File: config.mk
export PLATFORM = sky130hd
export DESIGN_NAME = mem_arbiter
export DESIGN_NICKNAME = d
export VERILOG_FILES = /design/src/rtl/mem_arb_pkg.sv /design/src/rtl/rr_arb2.sv /design/src/rtl/mem_arbiter.sv
export SDC_FILE = /design/constraint.sdc
export NUM_CORES = 1
export LEC_CHECK = 0
export CAP_MARGIN = 30
export CORE_ASPECT_RATIO = 0.9
export CORE_UTILIZATION = 49
export DETAILED_ROUTE_END_ITERATION = 12
export DONT_BUFFER_PORTS = 1
export PLACE_DENSITY = 0.72
export SYNTH_ARGS = -nofsm -noshare
export SYNTH_HDL_FRONTEND = slang
export SYNTH_HIERARCHICAL = 1
export SYNTH_SLANG_ARGS = --single-unit
File: constraint.sdc
create_clock -name Clk -period 2.7 [get_ports Clk]
set_input_delay 0.54 -clock Clk [delete_from_list [all_inputs] [get_ports Clk]]
set_output_delay 0.54 -clock Clk [all_outputs]
set_load 0.05 [all_outputs]
File: src/rtl/mem_arb_pkg.sv
// rtl/mem_arb_pkg.sv - shared types and constants for the SRAM arbiter
package mem_arb_pkg;

  typedef enum logic [1:0] {
    IDLE   = 2'd0,
    ACCESS = 2'd1,
    DONE   = 2'd2
  } state_t;

  localparam logic P_CPU = 1'b0;
  localparam logic P_AUX = 1'b1;

  localparam int DEF_ADDR_W = 20;
  localparam int DEF_DATA_W = 16;

endpackage

File: src/rtl/rr_arb2.sv
// rtl/rr_arb2.sv - combinational two-way round-robin pick
module rr_arb2
  import mem_arb_pkg::*;
(
  input  logic req0,
  input  logic req1,
  input  logic rr_last,
  output logic grant,
  output logic valid
);

  always_comb begin
    valid = req0 | req1;
    // On a tie the port that was not served last wins.
    if (req0 && req1)
      grant = ~rr_last;
    else
      grant = req0 ? P_CPU : P_AUX;
  end

endmodule

File: src/rtl/mem_arbiter.sv
// rtl/mem_arbiter.sv - two-port arbiter and fixed-window sequencer for the shared SRAM
module mem_arbiter
  import mem_arb_pkg::*;
#(
  parameter int ADDR_W  = DEF_ADDR_W,
  parameter int DATA_W  = DEF_DATA_W,
  parameter int ACC_CYC = 2
) (
  input  logic              Clk,
  input  logic              Reset_n,
  input  logic              req0,
  input  logic              we0,
  input  logic [ADDR_W-1:0] addr0,
  input  logic [DATA_W-1:0] wdata0,
  output logic              ack0,
  input  logic              req1,
  input  logic              we1,
  input  logic [ADDR_W-1:0] addr1,
  input  logic [DATA_W-1:0] wdata1,
  output logic              ack1,
  output logic [DATA_W-1:0] rdata,
  output logic              Mem_CE,
  output logic              Mem_UB,
  output logic              Mem_LB,
  output logic              Mem_OE,
  output logic              Mem_WE,
  output logic [ADDR_W-1:0] Mem_ADDR,
  output logic [DATA_W-1:0] Data_to_SRAM,
  input  logic [DATA_W-1:0] Data_from_SRAM,
  output logic              Mem_drive
);

  localparam logic [3:0] CNT_INIT = 4'(ACC_CYC - 1);

  state_t     state;
  logic [3:0] cnt;
  logic       cur_we;
  logic       cur_port;
  logic       rr_last;
  logic       grant;
  logic       valid;
  logic       sel_we;

  assign Mem_CE = 1'b0;
  assign Mem_UB = 1'b0;
  assign Mem_LB = 1'b0;

  assign sel_we = grant ? we1 : we0;

  rr_arb2 u_rr_arb2 (
    .req0    (req0),
    .req1    (req1),
    .rr_last (rr_last),
    .grant   (grant),
    .valid   (valid)
  );

  // Strobes are registered so an async reset releases them without waiting for a clock.
  always_ff @(posedge Clk or negedge Reset_n) begin
    if (!Reset_n) begin
      state        <= IDLE;
      cnt          <= 4'd0;
      cur_we       <= 1'b0;
      cur_port     <= P_CPU;
      rr_last      <= P_AUX;
      ack0         <= 1'b0;
      ack1         <= 1'b0;
      rdata        <= '0;
      Mem_OE       <= 1'b1;
      Mem_WE       <= 1'b1;
      Mem_drive    <= 1'b0;
      Mem_ADDR     <= '0;
      Data_to_SRAM <= '0;
    end else begin
      ack0 <= 1'b0;
      ack1 <= 1'b0;
      case (state)
        IDLE: begin
          if (valid) begin
            cur_port     <= grant;
            cur_we       <= sel_we;
            Mem_ADDR     <= grant ? addr1 : addr0;
            Data_to_SRAM <= grant ? wdata1 : wdata0;
            Mem_OE       <= sel_we;
            Mem_WE       <= ~sel_we;
            Mem_drive    <= sel_we;
            cnt          <= CNT_INIT;
            state        <= ACCESS;
          end
        end
        ACCESS: begin
          if (cnt == 4'd0) begin
            if (!cur_we)
              rdata <= Data_from_SRAM;
            Mem_OE    <= 1'b1;
            Mem_WE    <= 1'b1;
            Mem_drive <= 1'b0;
            ack0      <= (cur_port == P_CPU);
            ack1      <= (cur_port == P_AUX);
            state     <= DONE;
          end else begin
            cnt <= cnt - 4'd1;
          end
        end
        DONE: begin
          rr_last <= cur_port;
          state   <= IDLE;
        end
        default: state <= IDLE;
      endcase
    end
  end

endmodule

==> impl_metrics.prom <==
# TYPE chip_impl_metric gauge
chip_impl_metric{name="number_of_buffers_created_by_cts",unit=""} 9
chip_impl_metric{name="clockPowerShare",unit="%"} 19.3
chip_impl_metric{name="finish.utilization",unit="%"} 57.1
chip_impl_metric{name="internal_power",unit="W"} 0.00260
chip_impl_metric{name="diodes",unit=""} 0
chip_impl_metric{name="setup_viol_count_final",unit=""} 0
chip_impl_metric{name="fp.dieArea",unit="um^2"} 6250
chip_impl_metric{name="die_height",unit="um"} 75.1
chip_impl_info{name="rsz0062_at_grt",value="false"} 1
chip_impl_metric{name="ys_ff_latch",unit=""} 66
chip_impl_metric{name="detailedPlacementHpwl",unit="um"} 3890
chip_impl_metric{name="wire_length_of_the_first_global_routing_pass",unit="um"} 8590
chip_impl_metric{name="clock_sinks",unit=""} 66
chip_impl_metric{name="seq_power_share",unit="%"} 61.2
chip_impl_metric{name="synth_enable_flop_cells",unit=""} 0
chip_impl_metric{name="seq_area_frac_synth",unit="%"} 56.9
chip_impl_metric{name="h-tree-depth",unit=""} 3
chip_impl_metric{name="share_comb_of_total_power",unit="%"} 19.5
chip_impl_metric{name="grt_pass1_vias",unit=""} 1758
chip_impl_metric{name="postRouteWirelength",unit="um"} 5600
chip_impl_metric{name="seqCellArea",unit="um^2"} 1660
chip_impl_metric{name="skew",unit="ns"} 0.00827
chip_impl_metric{name="synth_largest_type_area_fraction",unit="%"} 54.1
chip_impl_info{name="run_status",value="finished clean"} 1
chip_impl_info{name="crit_path_slowest_cell",value="sky130_fd_sc_hd__dfrtp_1"} 1
chip_impl_metric{name="numPortBuffers",unit=""} 0
chip_impl_metric{name="avgRoutedWirePerCell",unit="um"} 16.9
chip_impl_metric{name="path_max_fanout",unit=""} 16
chip_impl_info{name="yosysMostFrequentCell",value="sky130_fd_sc_hd__dfrtp_1"} 1
chip_impl_metric{name="static-leakage-power",unit="nW"} 1.59
chip_impl_info{name="tritoncts",value="done"} 1
chip_impl_metric{name="core_area",unit="um^2"} 5690
chip_impl_metric{name="finish.net_count",unit=""} 352
chip_impl_metric{name="synth-warning-count",unit=""} 6
chip_impl_info{name="clock-root-buffer",value="sky130_fd_sc_hd__clkbuf_8"} 1
chip_impl_metric{name="achievable-frequency",unit="GHz"} 0.518
chip_impl_info{name="ys_top_cells_by_area",value="sky130_fd_sc_hd__dfrtp_1, sky130_fd_sc_hd__mux2i_1, sky130_fd_sc_hd__mux2_2"} 1
chip_impl_metric{name="post_dp_cell_area",unit="um^2"} 2970
chip_impl_metric{name="max-vdd-ir-drop",unit="mV"} 0.835
chip_impl_metric{name="final.fill_count",unit=""} 500
chip_impl_metric{name="switching_part_of_the_total",unit="%"} 51.2
chip_impl_metric{name="max_slew_margin",unit="%"} 57.9
chip_impl_metric{name="drt_drc",unit=""} 0
chip_impl_info{name="worst_setup_path_end_kind",value="register"} 1
chip_impl_metric{name="min_period",unit="ns"} 1.93
chip_impl_metric{name="cp.required",unit="ns"} 2.91
chip_impl_metric{name="globalRouteTotalUtil",unit="%"} 18.2
chip_impl_metric{name="multi_input_comb_area",unit="um^2"} 1160
chip_impl_metric{name="post_synth_num_cell_types",unit=""} 35
chip_impl_metric{name="avg_synthesized_cell_area",unit="um^2"} 11.4
chip_impl_info{name="worst_hold_path_type",value="in -> async"} 1
chip_impl_metric{name="gp_routability_congestion",unit=""} 0.723
chip_impl_metric{name="maximum_number_of_pins_on_one_net_before_global_route_repair",unit=""} 64
chip_impl_metric{name="num_rows",unit=""} 26
chip_impl_metric{name="report.final.hold_viol_count",unit=""} 0
chip_impl_metric{name="vias_per_cell",unit=""} 5.60
chip_impl_metric{name="top_level_ports",unit=""} 154
chip_impl_metric{name="ant_nets",unit=""} 0
chip_impl_info{name="yosys-top-cells-count",value="sky130_fd_sc_hd__dfrtp_1, sky130_fd_sc_hd__nand2_1, sky130_fd_sc_hd__o21ai_0"} 1
chip_impl_info{name="synth_top_area_cell",value="sky130_fd_sc_hd__dfrtp_1"} 1
chip_impl_metric{name="design_power_total",unit="W"} 0.00533
chip_impl_info{name="worstSetupPathType",value="reg -> reg"} 1
chip_impl_metric{name="detailedRoute.firstIterationViolations",unit=""} 101
chip_impl_metric{name="overflow",unit=""} 0
chip_impl_metric{name="start_util",unit="%"} 51.1
chip_impl_metric{name="cp.arrival",unit="ns"} 2.15
chip_impl_metric{name="fraction_of_layout_cells_with_a_size_suffix_above_1",unit="%"} 17.2
chip_impl_metric{name="floorplan.die.width",unit="um"} 83.3
chip_impl_metric{name="clk_pin_slew",unit="ns"} 0.07
chip_impl_metric{name="setup-tns-final",unit="ns"} 0
chip_impl_info{name="critPathLaunchType",value="register"} 1
chip_impl_metric{name="cpPeakStageDelay",unit="ns"} 0.42
chip_impl_info{name="synthFlopType",value="sky130_fd_sc_hd__dfrtp_1"} 1
chip_impl_metric{name="timing_max_transition_violations_final",unit=""} 0
chip_impl_metric{name="via_count",unit=""} 1854
chip_impl_metric{name="insertion_delay",unit="ns"} 0.33
chip_impl_metric{name="clock_tree.buffer_depth",unit=""} 2
chip_impl_metric{name="worst_slew_pin_slew",unit="ns"} 0.630
chip_impl_metric{name="firstDrtPassIters",unit=""} 4
chip_impl_metric{name="layout_area_overhead",unit="%"} 11.6
chip_impl_metric{name="post_synthesis_cell_area",unit="um^2"} 2910
chip_impl_metric{name="maxCapViolCount",unit=""} 0
chip_impl_metric{name="postSynth.asyncResetShare",unit="%"} 100
chip_impl_metric{name="finish.instance_area",unit="um^2"} 3250
chip_impl_metric{name="netlist_instances",unit=""} 255
chip_impl_metric{name="crit_share_post_route",unit="%"} 71.5
chip_impl_metric{name="grt_antenna_before_repair",unit=""} 0
chip_impl_metric{name="net-switching-power",unit="W"} 0.00273
chip_impl_info{name="timing.critical_path.cells",value="inv_1, ha_1, or3b_4, nor3_4, buf_4, mux2_2"} 1
chip_impl_metric{name="pwr_density_cell",unit="nW/um^2"} 1640
==> worst paths after layout <==
| check | startpoint | to | slack (ns) | cells past startpoint |
|---|---|---|---|---|
| setup / recovery | cnt[0]$_DFFE_PN0P_ | rdata[14]$_DFFE_PN0P_ | 0.77 | 6 |
| hold / removal | Reset_n | Mem_WE$_DFFE_PN1P_ | 0.05 | 0 |
| setup reg to reg | cnt[0]$_DFFE_PN0P_ | rdata[14]$_DFFE_PN0P_ | 0.77 | 6 |
| min in group Clk | Data_from_SRAM[1] | rdata[1]$_DFFE_PN0P_ | 0.36 | 1 |
| max in group asynchronous | Reset_n | Mem_ADDR[18]$_DFFE_PN0P_ | 2.37 | 1 |
| hold reg to reg | cur_port$_DFFE_PN0P_ | ack0$_DFF_PN0_ | 0.47 | 1 |
==> timing repair <==
action                    4_1_cts  5_1_grt
buffers inserted                0        0
gates resized for setup         0        0
hold endpoints to repair       63        0
hold buffers                    1        0
==> final cells by class <==
type / count / share of cell area (%)
Clock buffer: 12 / 4.77
Clock inverter: 4 / 3.00
Inverter: 5 / 0.578
Multi-Input combinational cell: 169 / 35.8
Sequential cell: 66 / 50.9
Tap cell: 70 / 2.70
Timing Repair Buffer: 5 / 2.16
==> layout by cell type (no fill, tap or decap), drive strengths merged <==
cell,n
dfrtp,63
nand2,41
o21ai,39
mux2i,37
mux2,17
clkbuf,12
inv,5
nand3,5
buf,5
dfstp,3
conb,3
bufinv,3
nor2b,2
nor3b,2
nor2,2
nand2b,2
a21oi,2
ha,2
or3b,2
and3,1
nor3,1
and2b,1
o211ai,1
or4,1
o21a,1
a211oi,1
a31oi,1
a31o,1
nor4,1
o311ai,1
a21o,1
clkinvlp,1
or2,1
==> worst max-delay path: cells and delay by family (launching register included) <==
family                   cells  cell delay, ns
AND/OR/NAND/NOR              2            0.53
multiplexers                 1            0.36
adder cells (fa/ha/maj)      1            0.16
flip-flops                   1            0.42
buffers and inverters        2            0.35
==> flip-flops by register name, indices dropped and copies added, names as in the netlist, 2 cells and up <==
signal,cells
Mem_ADDR,20
cnt,4
state,2
rdata,16
Data_to_SRAM,16
==> metrics by stage <==
step	worst slack (ns)	hold slack (ns)	cells
after floorplan	0.801	0.244	257
after global placement	0.833	0.246	314
after detailed placement	0.773	0.246	314
after CTS	0.751	0.0321	331
after global routing	0.685	0.0226	331
final	0.769	0.0499	331
==> cells by family (layout without fill, tap and decap cells) <==
group                    count (synthesis)  in the layout  synth area share [%]
multiplexers                            54             54                  19.3
AO/OA/AOI/OAI                           48             48                  8.90
other                                    1              3                 0.129
AND/OR/NAND/NOR                         62             62                  10.2
adder cells (fa/ha/maj)                  2              2                 0.859
buffers and inverters                   22             26                  3.78
flip-flops                              66             66                  56.9
==> power by group through the flow <==
stage / sequential (W) / clock (W) / combinational (W)
detailed placement: 0.00329 / 0 / 0.00105
CTS: 0.00328 / 0.00106 / 0.00106
global placement: 0.00329 / 0 / 0.000991
floorplan: 0.00318 / 0 / 0.000887
global route: 0.00333 / 0.00110 / 0.00122
finish: 0.00326 / 0.00103 / 0.00104
==> per-layer routing <==
| metal | part of all wire (%) | vias up | global-route usage [%] | wire length (um) |
|---|---|---|---|---|
| li1 | - | 878 | - | - |
| met1 | 40 | 870 | 21.5 | 2240 |
| met2 | 50 | 98 | 29.6 | 2780 |
| met3 | 9.4 | 8 | 7.46 | 527 |
| met4 | 1.0 | 0 | 8.62 | 58 |
| met5 | 0 | - | 0 | 0 |
Note: power is estimated with default switching activity, not from simulation.
